===== src/rtl/wbx_pkg.sv =====
// Shared Wishbone widths and the lock encoding used by the single-master decoder.
package wbx_pkg;

  localparam int unsigned WB_DAT_W = 32;
  localparam int unsigned WB_SEL_W = 4;

  // Lock holds a slave index (0..15) or UNMAPPED, so one extra bit is needed
  localparam int unsigned        LOCK_W        = 5;
  localparam logic [LOCK_W-1:0]  LOCK_UNMAPPED = 5'h10;

endpackage


===== src/rtl/wbx_1master_decode_if.sv =====
// Bus bundle between the Wishbone master, the decoder and the peripheral slaves.
interface wbx_1master_decode_if
  import wbx_pkg::*;
#(
  parameter int unsigned PERIPH_NUM = 2,
  parameter int unsigned ADR_W      = 4
);

  logic                           wbm_cyc_o;
  logic                           wbm_stb_o;
  logic                           wbm_we_o;
  logic [31:0]                    wbm_adr_o;
  logic [WB_SEL_W-1:0]            wbm_sel_o;
  logic [WB_DAT_W-1:0]            wbm_dat_o;
  logic [WB_DAT_W-1:0]            wbm_dat_i;
  logic                           wbm_ack_i;
  logic                           wbm_err_i;
  logic                           wbm_stall_i;

  logic [PERIPH_NUM-1:0]          wbs_cyc_i;
  logic                           wbs_stb_i;
  logic                           wbs_we_i;
  logic [ADR_W-1:0]               wbs_adr_i;
  logic [WB_SEL_W-1:0]            wbs_sel_i;
  logic [WB_DAT_W-1:0]            wbs_dat_i;
  logic [WB_DAT_W*PERIPH_NUM-1:0] wbs_dat_o;
  logic [PERIPH_NUM-1:0]          wbs_stall_o;
  logic [PERIPH_NUM-1:0]          wbs_ack_o;

  // Environment view: the upstream master plus the peripheral slaves
  modport master (
    output wbm_cyc_o, wbm_stb_o, wbm_we_o, wbm_adr_o, wbm_sel_o, wbm_dat_o,
    input  wbm_dat_i, wbm_ack_i, wbm_err_i, wbm_stall_i,
    input  wbs_cyc_i, wbs_stb_i, wbs_we_i, wbs_adr_i, wbs_sel_i, wbs_dat_i,
    output wbs_dat_o, wbs_stall_o, wbs_ack_o
  );

  // Decoder view: slave of the master, fan-out towards the peripherals
  modport slave (
    input  wbm_cyc_o, wbm_stb_o, wbm_we_o, wbm_adr_o, wbm_sel_o, wbm_dat_o,
    output wbm_dat_i, wbm_ack_i, wbm_err_i, wbm_stall_i,
    output wbs_cyc_i, wbs_stb_i, wbs_we_i, wbs_adr_i, wbs_sel_i, wbs_dat_i,
    input  wbs_dat_o, wbs_stall_o, wbs_ack_o
  );

endinterface


===== src/rtl/wbx_watchdog.sv =====
// Bus watchdog: counts idle BUSY cycles and raises a one-cycle abort at the limit.
module wbx_watchdog #(
  parameter int unsigned TIMEOUT_CYCLES = 255
) (
  input  logic clk_i,
  input  logic rst_ni,
  input  logic clr_i,
  input  logic busy_i,
  input  logic ret_i,
  input  logic accept_i,
  output logic fire_c_o
);

  localparam int unsigned CNT_W = $clog2(TIMEOUT_CYCLES + 1);

  logic [CNT_W-1:0] cnt_q, cnt_d;

  assign fire_c_o = busy_i & (cnt_q == CNT_W'(TIMEOUT_CYCLES));

  // Any forward progress (accept or return) restarts the count
  always_comb begin
    cnt_d = cnt_q + CNT_W'(1);
    if (clr_i | ~busy_i | ret_i | accept_i | fire_c_o) begin
      cnt_d = '0;
    end
  end

  always_ff @(posedge clk_i or negedge rst_ni) begin
    if (!rst_ni) begin
      cnt_q <= '0;
    end else begin
      cnt_q <= cnt_d;
    end
  end

endmodule


===== src/rtl/wbx_1master_decode.sv =====
// Single-master, N-slave Wishbone B4 pipelined decoder with outstanding-request lock.
// Optional bus watchdog built when WBX_TIMEOUT_EN is defined.
module wbx_1master_decode
  import wbx_pkg::*;
#(
  parameter int unsigned PERIPH_NUM     = 2,
  parameter int unsigned ADR_W          = 4,
  parameter int unsigned IDX_W          = 4,
  parameter int unsigned MAX_PENDING    = 4,
  parameter int unsigned TIMEOUT_CYCLES = 255
) (
  input  logic                 wb_clk_i,
  input  logic                 wb_rst_ni,
  wbx_1master_decode_if.slave  bus
);

  localparam int unsigned PEND_W = $clog2(MAX_PENDING + 1);
  localparam int unsigned IDX_LO = ADR_W;
  localparam int unsigned IDX_HI = ADR_W + IDX_W - 1;

  logic [PEND_W-1:0]     pending_q, pending_d;
  logic [LOCK_W-1:0]     lock_q, lock_d;
  logic                  err_q, err_d;

  logic                  cyc, stb, busy, conflict, full, local_stall;
  logic                  slv_stall, slv_ack, stall, accept, ret, wd_fire;
  logic [IDX_W-1:0]      idx;
  logic [LOCK_W-1:0]     idx_lock, target;
  logic [WB_DAT_W-1:0]   lock_dat;
  logic [PERIPH_NUM-1:0] tgt_onehot;

  // Reset also silences every output combinationally
  assign cyc      = bus.wbm_cyc_o & wb_rst_ni;
  assign stb      = cyc & bus.wbm_stb_o;
  assign idx      = bus.wbm_adr_o[IDX_HI:IDX_LO];
  assign idx_lock = (32'(idx) < PERIPH_NUM) ? LOCK_W'(idx) : LOCK_UNMAPPED;
  assign busy     = (pending_q != '0);
  assign target   = busy ? lock_q : idx_lock;
  assign conflict = busy & stb & (idx_lock != lock_q);
  assign full     = (pending_q == PEND_W'(MAX_PENDING));

  // Per-slave selects: target drives the request side, lock drives the return side
  always_comb begin
    tgt_onehot = '0;
    slv_stall  = 1'b0;
    slv_ack    = 1'b0;
    lock_dat   = '0;
    for (int k = 0; k < int'(PERIPH_NUM); k++) begin
      if (target == LOCK_W'(k)) begin
        tgt_onehot[k] = 1'b1;
        slv_stall     = bus.wbs_stall_o[k];
      end
      if (lock_q == LOCK_W'(k)) begin
        slv_ack  = bus.wbs_ack_o[k];
        lock_dat = bus.wbs_dat_o[WB_DAT_W*k +: WB_DAT_W];
      end
    end
  end

  assign local_stall = conflict | full | wd_fire;
  assign stall       = stb & (local_stall | slv_stall);
  assign accept      = stb & ~stall;
  assign ret         = bus.wbm_ack_i | (cyc & err_q);

  assign bus.wbm_stall_i = stall;
  assign bus.wbm_ack_i   = cyc & busy & slv_ack & ~wd_fire;
  assign bus.wbm_err_i   = cyc & (err_q | wd_fire);
  assign bus.wbm_dat_i   = (cyc & busy) ? lock_dat : '0;

  // Slaves only see a strobe the decoder itself is willing to accept
  assign bus.wbs_cyc_i = (cyc & ~wd_fire) ? tgt_onehot : '0;
  assign bus.wbs_stb_i = stb & ~local_stall;
  assign bus.wbs_we_i  = cyc & bus.wbm_we_o;
  assign bus.wbs_adr_i = cyc ? bus.wbm_adr_o[ADR_W-1:0] : '0;
  assign bus.wbs_sel_i = cyc ? bus.wbm_sel_o : '0;
  assign bus.wbs_dat_i = cyc ? bus.wbm_dat_o : '0;

  if (IDX_HI < 31) begin : g_unused_adr
    logic unused_adr_hi;
    assign unused_adr_hi = ^bus.wbm_adr_o[31:IDX_HI+1];
  end

`ifdef WBX_TIMEOUT_EN
  wbx_watchdog #(
    .TIMEOUT_CYCLES (TIMEOUT_CYCLES)
  ) u_watchdog (
    .clk_i    (wb_clk_i),
    .rst_ni   (wb_rst_ni),
    .clr_i    (~cyc),
    .busy_i   (busy),
    .ret_i    (ret),
    .accept_i (accept),
    .fire_c_o (wd_fire)
  );
`else
  logic unused_timeout;
  assign unused_timeout = (TIMEOUT_CYCLES != 0);
  assign wd_fire        = 1'b0;
`endif

  always_comb begin
    pending_d = pending_q;
    lock_d    = lock_q;
    err_d     = 1'b0;
    if (!cyc || wd_fire) begin
      pending_d = '0;
      lock_d    = '0;
    end else begin
      pending_d = pending_q + PEND_W'(accept) - PEND_W'(ret);
      if (accept && !busy) begin
        lock_d = idx_lock;
      end
      err_d = accept & (target == LOCK_UNMAPPED);
    end
  end

  always_ff @(posedge wb_clk_i or negedge wb_rst_ni) begin
    if (!wb_rst_ni) begin
      pending_q <= '0;
      lock_q    <= '0;
      err_q     <= 1'b0;
    end else begin
      pending_q <= pending_d;
      lock_q    <= lock_d;
      err_q     <= err_d;
    end
  end

endmodule


===== src/flat_wrapper.sv =====
// flat-port wrapper written by rule: the top's interface ports become plain ports
module wbx_1master_decode_flat import wbx_pkg::*;
#(
  parameter int unsigned PERIPH_NUM     = 2,
  parameter int unsigned ADR_W          = 4,
  parameter int unsigned IDX_W          = 4,
  parameter int unsigned MAX_PENDING    = 4,
  parameter int unsigned TIMEOUT_CYCLES = 255
)
  (wb_clk_i, wb_rst_ni, bus_wbm_cyc_o, bus_wbm_stb_o, bus_wbm_we_o, bus_wbm_adr_o, bus_wbm_sel_o, bus_wbm_dat_o, bus_wbm_dat_i, bus_wbm_ack_i, bus_wbm_err_i, bus_wbm_stall_i, bus_wbs_cyc_i, bus_wbs_stb_i, bus_wbs_we_i, bus_wbs_adr_i, bus_wbs_sel_i, bus_wbs_dat_i, bus_wbs_dat_o, bus_wbs_stall_o, bus_wbs_ack_o);
  wbx_1master_decode_if #(.PERIPH_NUM(PERIPH_NUM), .ADR_W(ADR_W)) bus_i ();
  input  logic wb_clk_i;
  input  logic wb_rst_ni;
  input wire logic [$bits(bus_i.wbm_cyc_o)-1:0] bus_wbm_cyc_o;
  input wire logic [$bits(bus_i.wbm_stb_o)-1:0] bus_wbm_stb_o;
  input wire logic [$bits(bus_i.wbm_we_o)-1:0] bus_wbm_we_o;
  input wire logic [$bits(bus_i.wbm_adr_o)-1:0] bus_wbm_adr_o;
  input wire logic [$bits(bus_i.wbm_sel_o)-1:0] bus_wbm_sel_o;
  input wire logic [$bits(bus_i.wbm_dat_o)-1:0] bus_wbm_dat_o;
  output wire logic [$bits(bus_i.wbm_dat_i)-1:0] bus_wbm_dat_i;
  output wire logic [$bits(bus_i.wbm_ack_i)-1:0] bus_wbm_ack_i;
  output wire logic [$bits(bus_i.wbm_err_i)-1:0] bus_wbm_err_i;
  output wire logic [$bits(bus_i.wbm_stall_i)-1:0] bus_wbm_stall_i;
  output wire logic [$bits(bus_i.wbs_cyc_i)-1:0] bus_wbs_cyc_i;
  output wire logic [$bits(bus_i.wbs_stb_i)-1:0] bus_wbs_stb_i;
  output wire logic [$bits(bus_i.wbs_we_i)-1:0] bus_wbs_we_i;
  output wire logic [$bits(bus_i.wbs_adr_i)-1:0] bus_wbs_adr_i;
  output wire logic [$bits(bus_i.wbs_sel_i)-1:0] bus_wbs_sel_i;
  output wire logic [$bits(bus_i.wbs_dat_i)-1:0] bus_wbs_dat_i;
  input wire logic [$bits(bus_i.wbs_dat_o)-1:0] bus_wbs_dat_o;
  input wire logic [$bits(bus_i.wbs_stall_o)-1:0] bus_wbs_stall_o;
  input wire logic [$bits(bus_i.wbs_ack_o)-1:0] bus_wbs_ack_o;
  assign bus_i.wbm_cyc_o = bus_wbm_cyc_o;
  assign bus_i.wbm_stb_o = bus_wbm_stb_o;
  assign bus_i.wbm_we_o = bus_wbm_we_o;
  assign bus_i.wbm_adr_o = bus_wbm_adr_o;
  assign bus_i.wbm_sel_o = bus_wbm_sel_o;
  assign bus_i.wbm_dat_o = bus_wbm_dat_o;
  assign bus_wbm_dat_i = bus_i.wbm_dat_i;
  assign bus_wbm_ack_i = bus_i.wbm_ack_i;
  assign bus_wbm_err_i = bus_i.wbm_err_i;
  assign bus_wbm_stall_i = bus_i.wbm_stall_i;
  assign bus_wbs_cyc_i = bus_i.wbs_cyc_i;
  assign bus_wbs_stb_i = bus_i.wbs_stb_i;
  assign bus_wbs_we_i = bus_i.wbs_we_i;
  assign bus_wbs_adr_i = bus_i.wbs_adr_i;
  assign bus_wbs_sel_i = bus_i.wbs_sel_i;
  assign bus_wbs_dat_i = bus_i.wbs_dat_i;
  assign bus_i.wbs_dat_o = bus_wbs_dat_o;
  assign bus_i.wbs_stall_o = bus_wbs_stall_o;
  assign bus_i.wbs_ack_o = bus_wbs_ack_o;
  wbx_1master_decode #(.PERIPH_NUM(PERIPH_NUM), .ADR_W(ADR_W), .IDX_W(IDX_W), .MAX_PENDING(MAX_PENDING), .TIMEOUT_CYCLES(TIMEOUT_CYCLES)) u_core (.wb_clk_i(wb_clk_i), .wb_rst_ni(wb_rst_ni), .bus(bus_i));
endmodule

===== config.mk =====
export PLATFORM = sky130hd
export DESIGN_NAME = wbx_1master_decode_flat
export DESIGN_NICKNAME = d
export VERILOG_FILES = /design/src/rtl/wbx_pkg.sv /design/src/rtl/wbx_1master_decode_if.sv /design/src/rtl/wbx_watchdog.sv /design/src/rtl/wbx_1master_decode.sv /design/src/flat_wrapper.sv
export SDC_FILE = /design/constraint.sdc
export NUM_CORES = 1
export LEC_CHECK = 0
export ABC_AREA = 1
export CAP_MARGIN = 10
export CELL_PAD_IN_SITES_DETAIL_PLACEMENT = 1
export CELL_PAD_IN_SITES_GLOBAL_PLACEMENT = 1
export CORE_MARGIN = 3
export CORE_UTILIZATION = 13
export DETAILED_ROUTE_END_ITERATION = 7
export PLACE_DENSITY_LB_ADDON = 0.1
export SLEW_MARGIN = 20
export SYNTH_ARGS = -nofsm -noshare
export SYNTH_HDL_FRONTEND = slang
export SYNTH_SLANG_ARGS = --single-unit

===== constraint.sdc =====
create_clock -name wb_clk_i -period 3 [get_ports wb_clk_i]
set_input_delay 0.75 -clock wb_clk_i [delete_from_list [all_inputs] [get_ports wb_clk_i]]
set_output_delay 0.75 -clock wb_clk_i [all_outputs]
set_load 0.01 [all_outputs]

# == Word level (Yosys, flattened, before mapping) ==
# Index checks and enable logic that the tools add are counted.
# classes
n_addsub,2
magnitude_cmp,1
eq_ne,6
muxes,19
n_bitwise,17
n_reduce_logical,5
# ops
operator,n
32-bit 2-to-1 mux,4
5-bit 2-to-1 mux,4
1-bit AND,12
"5-bit by 1-bit equality test with 1-bit output, second input constant",2
5-bit zero test,2
4-bit 2-to-1 mux,2
1-bit 2-to-1 mux,7
"5-bit equality test, second input constant",1
5-bit inequality test,1
"4-bit by 2-bit < comparator with 1-bit output, second input constant",1
3-bit by 1-bit adder with 3-bit output,1
"3-bit equality test, second input constant",1
3-bit 2-to-1 mux,1
1-bit OR,3
3-bit nonzero test,1
3-bit by 1-bit subtractor with 3-bit output,1
2-bit 2-to-1 mux,1
"2-bit inequality test, second input constant",1
1-bit NOT,2
1-bit logical AND,1
1-bit zero test,1
# totals
register_bits,9
input_bits,141
output_inout_bits,79
word_cells,53

# == Logic depth before layout (Yosys ltp) ==
# Gate-level depths: netlist (run 1).
# depth
word_depth,13
mapped_depth,16
ltp_nobuf,16

# == Least setup slack after synthesis (run 1) ==
# Ideal clock, no wire load.
# synth_path
path_kind,input port to flip-flop
startpoint,input port bus_wbm_adr_o[6]
endpoint,register u_core.pending_q[2]
t_arrival_ns,2.325
required_ns,2.879
slack_ns,0.554
cell_stages,14
path_cell_list,nor2_2 -> nand3_1 -> xor2_1 -> nand2_1 -> nand2_1 -> nand2_1 -> nor2_2 -> nand2_2 -> inv_1 -> ha_1 -> inv_1 -> fa_1 -> xor2_1 -> nor2_1
# synth_via
elab_chain_len,13
elab_cells_between_ends,17
classes_between,add/sub: 2; order compare: 1; eq/ne: 2; mux: 5; bitwise: 6; reduce/logical: 1
# synth_rtl
item,line_no,source
from (decl),flat_wrapper.sv:17,input wire logic [$bits(bus_i.wbm_adr_o)-1:0] bus_wbm_adr_o;
4-bit by 2-bit < comparator with 1-bit output,wbx_1master_decode.sv:36,assign idx_lock = (32'(idx) < PERIPH_NUM) ? LOCK_W'(idx) : LOCK_UNMAPPED;
5-bit 2-to-1 mux *,wbx_1master_decode.sv:36,
5-bit 2-to-1 mux,wbx_1master_decode.sv:38,assign target = busy ? lock_q : idx_lock;
5-bit zero test,wbx_1master_decode.sv:49,if (target == LOCK_W'(k)) begin
1-bit 2-to-1 mux (2 in a row),wbx_1master_decode.sv:49,
1-bit OR *,wbx_1master_decode.sv:61,assign stall = stb & (local_stall | slv_stall);
1-bit AND *,wbx_1master_decode.sv:61,
1-bit NOT *,wbx_1master_decode.sv:62,assign accept = stb & ~stall;
1-bit AND *,wbx_1master_decode.sv:62,
3-bit by 1-bit adder with 3-bit output *,wbx_1master_decode.sv:109,pending_d = pending_q + PEND_W'(accept) - PEND_W'(ret);
3-bit by 1-bit subtractor with 3-bit output *,wbx_1master_decode.sv:109,
3-bit 2-to-1 mux *,wbx_1master_decode.sv:105,if (!cyc || wd_fire) begin
via u_core.pending_d[2],wbx_1master_decode.sv:21,"logic [PEND_W-1:0] pending_q, pending_d;"
to (signal assigned),wbx_1master_decode.sv:123,pending_q <= pending_d;
to (decl),wbx_1master_decode.sv:21,
# Mark *: on every way through the listed nets, which the timed path passes. The rest lies on a longest branch.
# A chain may end at the register's enable or synchronous reset.

# == Worst setup path after layout (run 1) ==
# layout_path
startpoint,input port bus_wbm_cyc_o
endpoint,output port bus_wbs_dat_i[5]
# layout_via
elab_chain_len,2
# layout_rtl
item,line_no,source
from (decl),flat_wrapper.sv:14,input wire logic [$bits(bus_i.wbm_cyc_o)-1:0] bus_wbm_cyc_o;
1-bit AND,wbx_1master_decode.sv:33,assign cyc = bus.wbm_cyc_o & wb_rst_ni;
32-bit 2-to-1 mux,wbx_1master_decode.sv:76,assign bus.wbs_dat_i = cyc ? bus.wbm_dat_o : '0;
to (decl),flat_wrapper.sv:29,output wire logic [$bits(bus_i.wbs_dat_i)-1:0] bus_wbs_dat_i;
# Every way passes these cells.

==> metrics.txt, run 1 <==
outcome complete, no violations; Ys Warns 0; WP data required 2.25 ns; Nets 643; EDFF count, synth 0; CTS max path bufs 2; grt total ovfl 0; area of the multi-input gates 1070 sq um; Global Route Usage Sum 11.2%; FMAX 0.341 GHz; via-per-instance ratio 3.89; Yosys reg bits 9; FFs w/ async S/R, synth 100%; Post-Layout Cell Count 641; cell with the most instances after synthesis nand2_1; synth top area cells nand2_1, dfrtp_1, inv_1, nor2_1, a21oi_1; # DRC 0; Pwr Density 181 nW/um^2; Tcrit/Tclk final 97.9%; Arr. time, crit path 2.19 ns; cell taking the most area after synthesis nand2_1; worst min path class reg -> reg; Critical Path, Cell by Cell clkdlybuf4s50_1, nand2_4, buf_8, nor2_1, clkdlybuf4s50_1; Reg clk slew, reported paths 0.04 ns; minimum clock period 2.94 ns; first-pass GRT wire length 12.6 mm; GRT met1 Usage 13.3%; count of hold-fix buffers inserted at cts 0; top cell type's share of synthesized area 16.6%; CP Max Fanout 32; Sink Count 9; Core Area 11700 sq um; ANT nets after route 0; worst-skew pair later-pin latency 0.23 ns; vias in the first global route 2585; Filler cells 1470; vias 2495; LEAKAGE 2.34 nW; CTS tree yes; final setup skew 0.00151 ns; worst setup path class in -> out; WL/cell 12.8 microns; Syn Std Cell Area 1580 sq um; FF+latch area 225 sq um; final WL 8.23 mm; Post-synth top cells nand2_1, inv_1, nor2_1; setup repair bufs after CTS 0; worst ir drop on vdd 0.135 mV; row count 39; Distinct cells, synth 28; met2 GRT Util 20.6%; H-tree Lvls 1; area grow syn2layout 145%; Starting Density 13.6%; mean post-synth cell area 5.41 sq um; hpwl dp 7.05 mm; GRT met3 Usage 3.47%; antenna cell count 0; Chip Width 116 microns; root buffer cell clkbuf_16; number of antenna violations at the first check in global routing 0; Most Crowded Layer GR met2; largest net degree at the start of global routing 33; fraction of layout cells with a size suffix above 1 20.5%; die area 13500 sq um; Seq/Total Area, Yosys 14.3%; Worst Setup Start Kind input port; 1st-pass router iterations 4; Primary FF master, synth dfrtp_1; syn_nets 436; starting DRC count in detailed routing 77; Final Hold Viols 0; io pins 220; Die H 116 microns; CTS Buf Count 3; slowest CP cell clkdlybuf4s50_1; placed instance count 637; Power, Total 0.700 mW; cell with the most instances on the worst path clkdlybuf4s50_1; Final Setup Violations 0; Mapped Cells 292; worst-margin pin slew 0.385 ns; crit end category output port; RePlAce Congestion 0.731; Max Cap Viol 0; Slew Limit Fails 0; RSZ-0062 raised after global routing no; Critical Path Max Stage Delay 0.54 ns; Port Buf Inserts 195; Rel. slew slack 74.3%
## power breakdown
group	switching, mW	total (mW)	internal (mW)	leakage (nW)
combinational	0.127	0.339	0.212	2.17
sequential	0.00227	0.126	0.124	0.125
clock	0.0567	0.234	0.178	0.0382
total	0.186	0.700	0.514	2.34
## metrics by stage
stage	TNS, ns	hold slack (ns)	setup WS (ns)	utilization (%)	area [sq um]
3_3_place_gp	-11.63	0.482	-0.484	32.6	3800
6_report	0	0.492	0.0636	33.2	3870
3_5_place_dp	-12.06	0.492	-0.496	32.6	3800
5_1_grt	0	0.532	0.00123	33.2	3870
2_1_floorplan	0	0.454	0.554	-	1580
4_1_cts	-0.0263	0.500	-0.0167	32.9	3830
## sequential cells by signal, summed over array words and instances (netlist names)
register / flops
u_core.lock_q: 5
u_core.pending_q: 3
u_core.err_q: 1
## area by class of cell
class | count | share of cell area [%]
clock buffers | 4 | 2.04
flip-flops and latches | 9 | 5.82
well taps | 143 | 4.62
inverters | 66 | 6.40
multi-input cells | 203 | 27.6
repair buffers | 216 | 53.6
## critical path, delay by kind of cell
family / cells / cell delay (ns)
buffers and inverters: 3 / 1.24
and+or+nand+nor: 2 / 0.20
## worst paths after layout
path                       slack [ns]                   to        startpoint  depth (start not counted)
setup / recovery                 0.06     bus_wbs_dat_i[5]     bus_wbm_cyc_o                          5
hold / removal                   0.49     u_core.lock_q[3]  u_core.lock_q[3]                          2
setup reg to reg                 0.48  u_core.pending_q[1]  u_core.lock_q[2]                         14
hold reg to reg                  0.49     u_core.lock_q[3]  u_core.lock_q[3]                          2
max in group asynchronous        2.34     u_core.lock_q[2]         wb_rst_ni                          2
min in group asynchronous        0.53  u_core.pending_q[2]         wb_rst_ni                          2
## kinds of logic after synthesis
group / synth area share [%]
compound gates: 14.2
xor+xnor: 1.66
fa+ha+maj: 2.85
buf+inv: 21.0
flops: 14.3
simple gates: 46.1
## timing repair
action	CTS	global route
pin swaps	1	4
gates resized for setup	67	79
endpoints found under the setup margin	66	68
## per-layer routing
metal	wire, microns	vias to the layer above
li1	-	1269
met1	3370	1122
met2	4040	104
met3	830	0
met4	0	0
met5	0	-
## cell usage in the layout (no fill, tap or decap), types with 2 or more instances in the layout
| cell | instances |
|---|---|
| clkbuf_2 | 19 |
| clkdlybuf4s50_1 | 119 |
| dlygate4sd2_1 | 18 |
| clkdlybuf4s15_1 | 7 |
| xor2_1 | 2 |
| nor2_1 | 52 |
| nand3_2 | 3 |
| nor4_1 | 2 |
| a21oi_2 | 10 |
| o21ai_1 | 2 |
| a21oi_1 | 24 |
| clkbuf_16 | 3 |
| buf_2 | 3 |
| nand2_2 | 19 |
| buf_4 | 18 |
| dlymetal6s2s_1 | 29 |
| dfrtp_1 | 9 |
| ha_1 | 2 |
| nor2_4 | 3 |
| inv_2 | 10 |
| nand2_1 | 66 |
| nor2_2 | 4 |
| nand2_4 | 2 |
| inv_1 | 55 |
| nand3_1 | 5 |
No activity file was read; power rests on OpenSTA's default activity.
==> run 2, diff against run 1 <==
TNS_END_PERCENT = 10   (was unset)
==> metrics.txt, run 2 (synthesis gave the netlist of run 1 again) <==
outcome complete, no violations; LEAKAGE 2.27 nW (-2.8%); Rel. slew slack 74.3% (unchanged); Clock power frac 33.3% (-0.2 points); area of the multi-input gates 1070 sq um (unchanged); Worst Setup Start Kind input port; Filler cells 1471 (+0.068%); Die H 116 microns (unchanged); crit end category output port; worst-margin pin slew 0.385 ns (unchanged); FMAX 0.337 GHz (-1.1%); first-pass GRT wire length 12.6 mm (about the same); vias in the first global route 2585 (unchanged); cell with the most instances on the worst path clkdlybuf4s50_1; starting DRC count in detailed routing 74 (-3.9%); Reg power frac 18.0% (about the same); FF+latch area 225 sq um (unchanged); Most Crowded Layer GR met2; GRT met3 Usage 3.47% (unchanged); Nets 643 (unchanged); Critical Path Max Stage Delay 0.56 ns (+0.02 ns); CTS tree yes; Switch Pwr 0.186 mW (about the same); Sw Share 26.5% (-0.10 points); placed instance count 637 (unchanged); Max Cap Viol 0 (unchanged); antenna cell count 0 (unchanged); # DRC 0 (unchanged); minimum clock period 2.97 ns (+0.0326 ns); most frequent cells in the layout clkdlybuf4s50_1, nand2_1, inv_1; Reg clk slew, reported paths 0.04 ns (about the same); final instance area 3880 sq um (+0.16%); final setup skew 0.00151 ns (unchanged); Starting Density 13.6% (unchanged); Core Area 11700 sq um (unchanged); row count 39 (unchanged); Internal 0.517 mW (+0.56%); met2 GRT Util 20.6% (unchanged); io pins 220 (unchanged); number of antenna violations at the first check in global routing 0 (unchanged); Core Util, Final 33.2% (+0.054 points); CTS Buf Count 3 (unchanged); GRT met1 Usage 13.3% (+0.031 points); H-tree Lvls 1 (unchanged); Chip Width 116 microns (unchanged); Post-Layout Cell Count 641 (unchanged); flip-flop count of the largest register after layout 5 (unchanged); Final Setup Violations 0 (unchanged); vias 2494 (-0.040%); 1st-pass router iterations 4 (unchanged); final WL 8.23 mm (about the same); worst min path class reg -> reg; Port Buf Inserts 195 (unchanged); root buffer cell clkbuf_16; Pwr Density 181 nW/um^2 (+0.25%); WL/cell 12.8 microns (about the same); die area 13500 sq um (unchanged); Power, Total 0.703 mW (+0.42%); grt total ovfl 0 (unchanged); worst-skew pair later-pin latency 0.23 ns (about the same); Regs by FF count u_core.lock_q: 5 flops, u_core.pending_q: 3 flops, u_core.err_q: 1 flops; worst setup path class in -> out; area grow syn2layout 145%; largest net degree at the start of global routing 33 (unchanged); Critical Path, Cell by Cell clkdlybuf4s50_1, nand2_4, buf_4, nor2_1, clkdlybuf4s50_1; Placed Area 3800 sq um (unchanged); worst ir drop on vdd 0.135 mV (-0.13%); RePlAce Congestion 0.731 (unchanged); setup repair bufs after CTS 0 (unchanged); via-per-instance ratio 3.89 (about the same); Slew Limit Fails 0 (unchanged); combinational power share 48.7% (+0.2 points); CP Max Fanout 17 (-47%); Global Route Usage Sum 11.2% (about the same); Arr. time, crit path 2.22 ns (+0.03 ns); CTS max path bufs 2 (unchanged); hold_ws 0.492 ns (unchanged); WP data required 2.25 ns (about the same); slowest CP cell clkdlybuf4s50_1; Final Hold Viols 0 (unchanged); RSZ-0062 raised after global routing yes; Sink Count 9 (unchanged); Tcrit/Tclk final 99.0% (+1.1 points); Largest Register u_core.lock_q; most common cell after layout, fill and taps aside clkdlybuf4s50_1; fraction of layout cells with a size suffix above 1 20.3% (-0.20 points); ANT nets after route 0 (unchanged); hpwl dp 7.05 mm (unchanged)
-- run 2: per-layer routing --
layer	up-vias	wire, microns	share of wire (%)
met4	0	0	0
met2	104	4040	49
met5	-	0	0
met3	0	818	9.9
met1	1122	3370	41
li1	1268	-	-
-- run 2: power groups by stage --
stage	sequential, mW	combinational, mW	clock [mW]
detailed placement	0.128	0.350	0
global route	0.126	0.376	0.248
CTS	0.126	0.350	0.238
finish	0.126	0.342	0.234
floorplan	0.127	0.105	0
global placement	0.128	0.346	0
-- run 2: metrics by stage --
step	setup WS [ns]	setup TNS, ns
finish	0.0309	0
global route	-0.0470	-0.416
CTS	-0.0167	-0.0749
detailed placement	-0.496	-12.06
global placement	-0.484	-11.63
floorplan	0.554	0
-- run 2: layout make-up --
cell class	count	share of cell area (%)
sequential	9	5.81
clock buffer	4	2.03
tap	143	4.61
timing repair buffer	216	53.6
inverter	66	6.39
multi-input combinational	203	27.5
-- run 2: final timing paths --
check / start / to / slack [ns] / depth (start not counted)
max: bus_wbm_cyc_o / bus_wbs_dat_i[27] / 0.03 / 5
min: u_core.lock_q[3] / u_core.lock_q[3] / 0.49 / 2
max reg2reg: u_core.lock_q[2] / u_core.pending_q[1] / 0.48 / 14
min reg2reg: u_core.lock_q[3] / u_core.lock_q[3] / 0.49 / 2
max in group asynchronous: wb_rst_ni / u_core.lock_q[2] / 2.34 / 2
min in group asynchronous: wb_rst_ni / u_core.pending_q[2] / 0.53 / 2
-- run 2: worst max-delay path, delay by kind of cell --
family / cells / cell delay [ns]
buf+inv: 3 / 1.28
simple gates: 2 / 0.19
-- run 2: timing repair --
action,CTS,global route
gates resized for setup,56,78
hold buffers,0,0
endpoints found under the setup margin,66,76
pin swaps,1,4
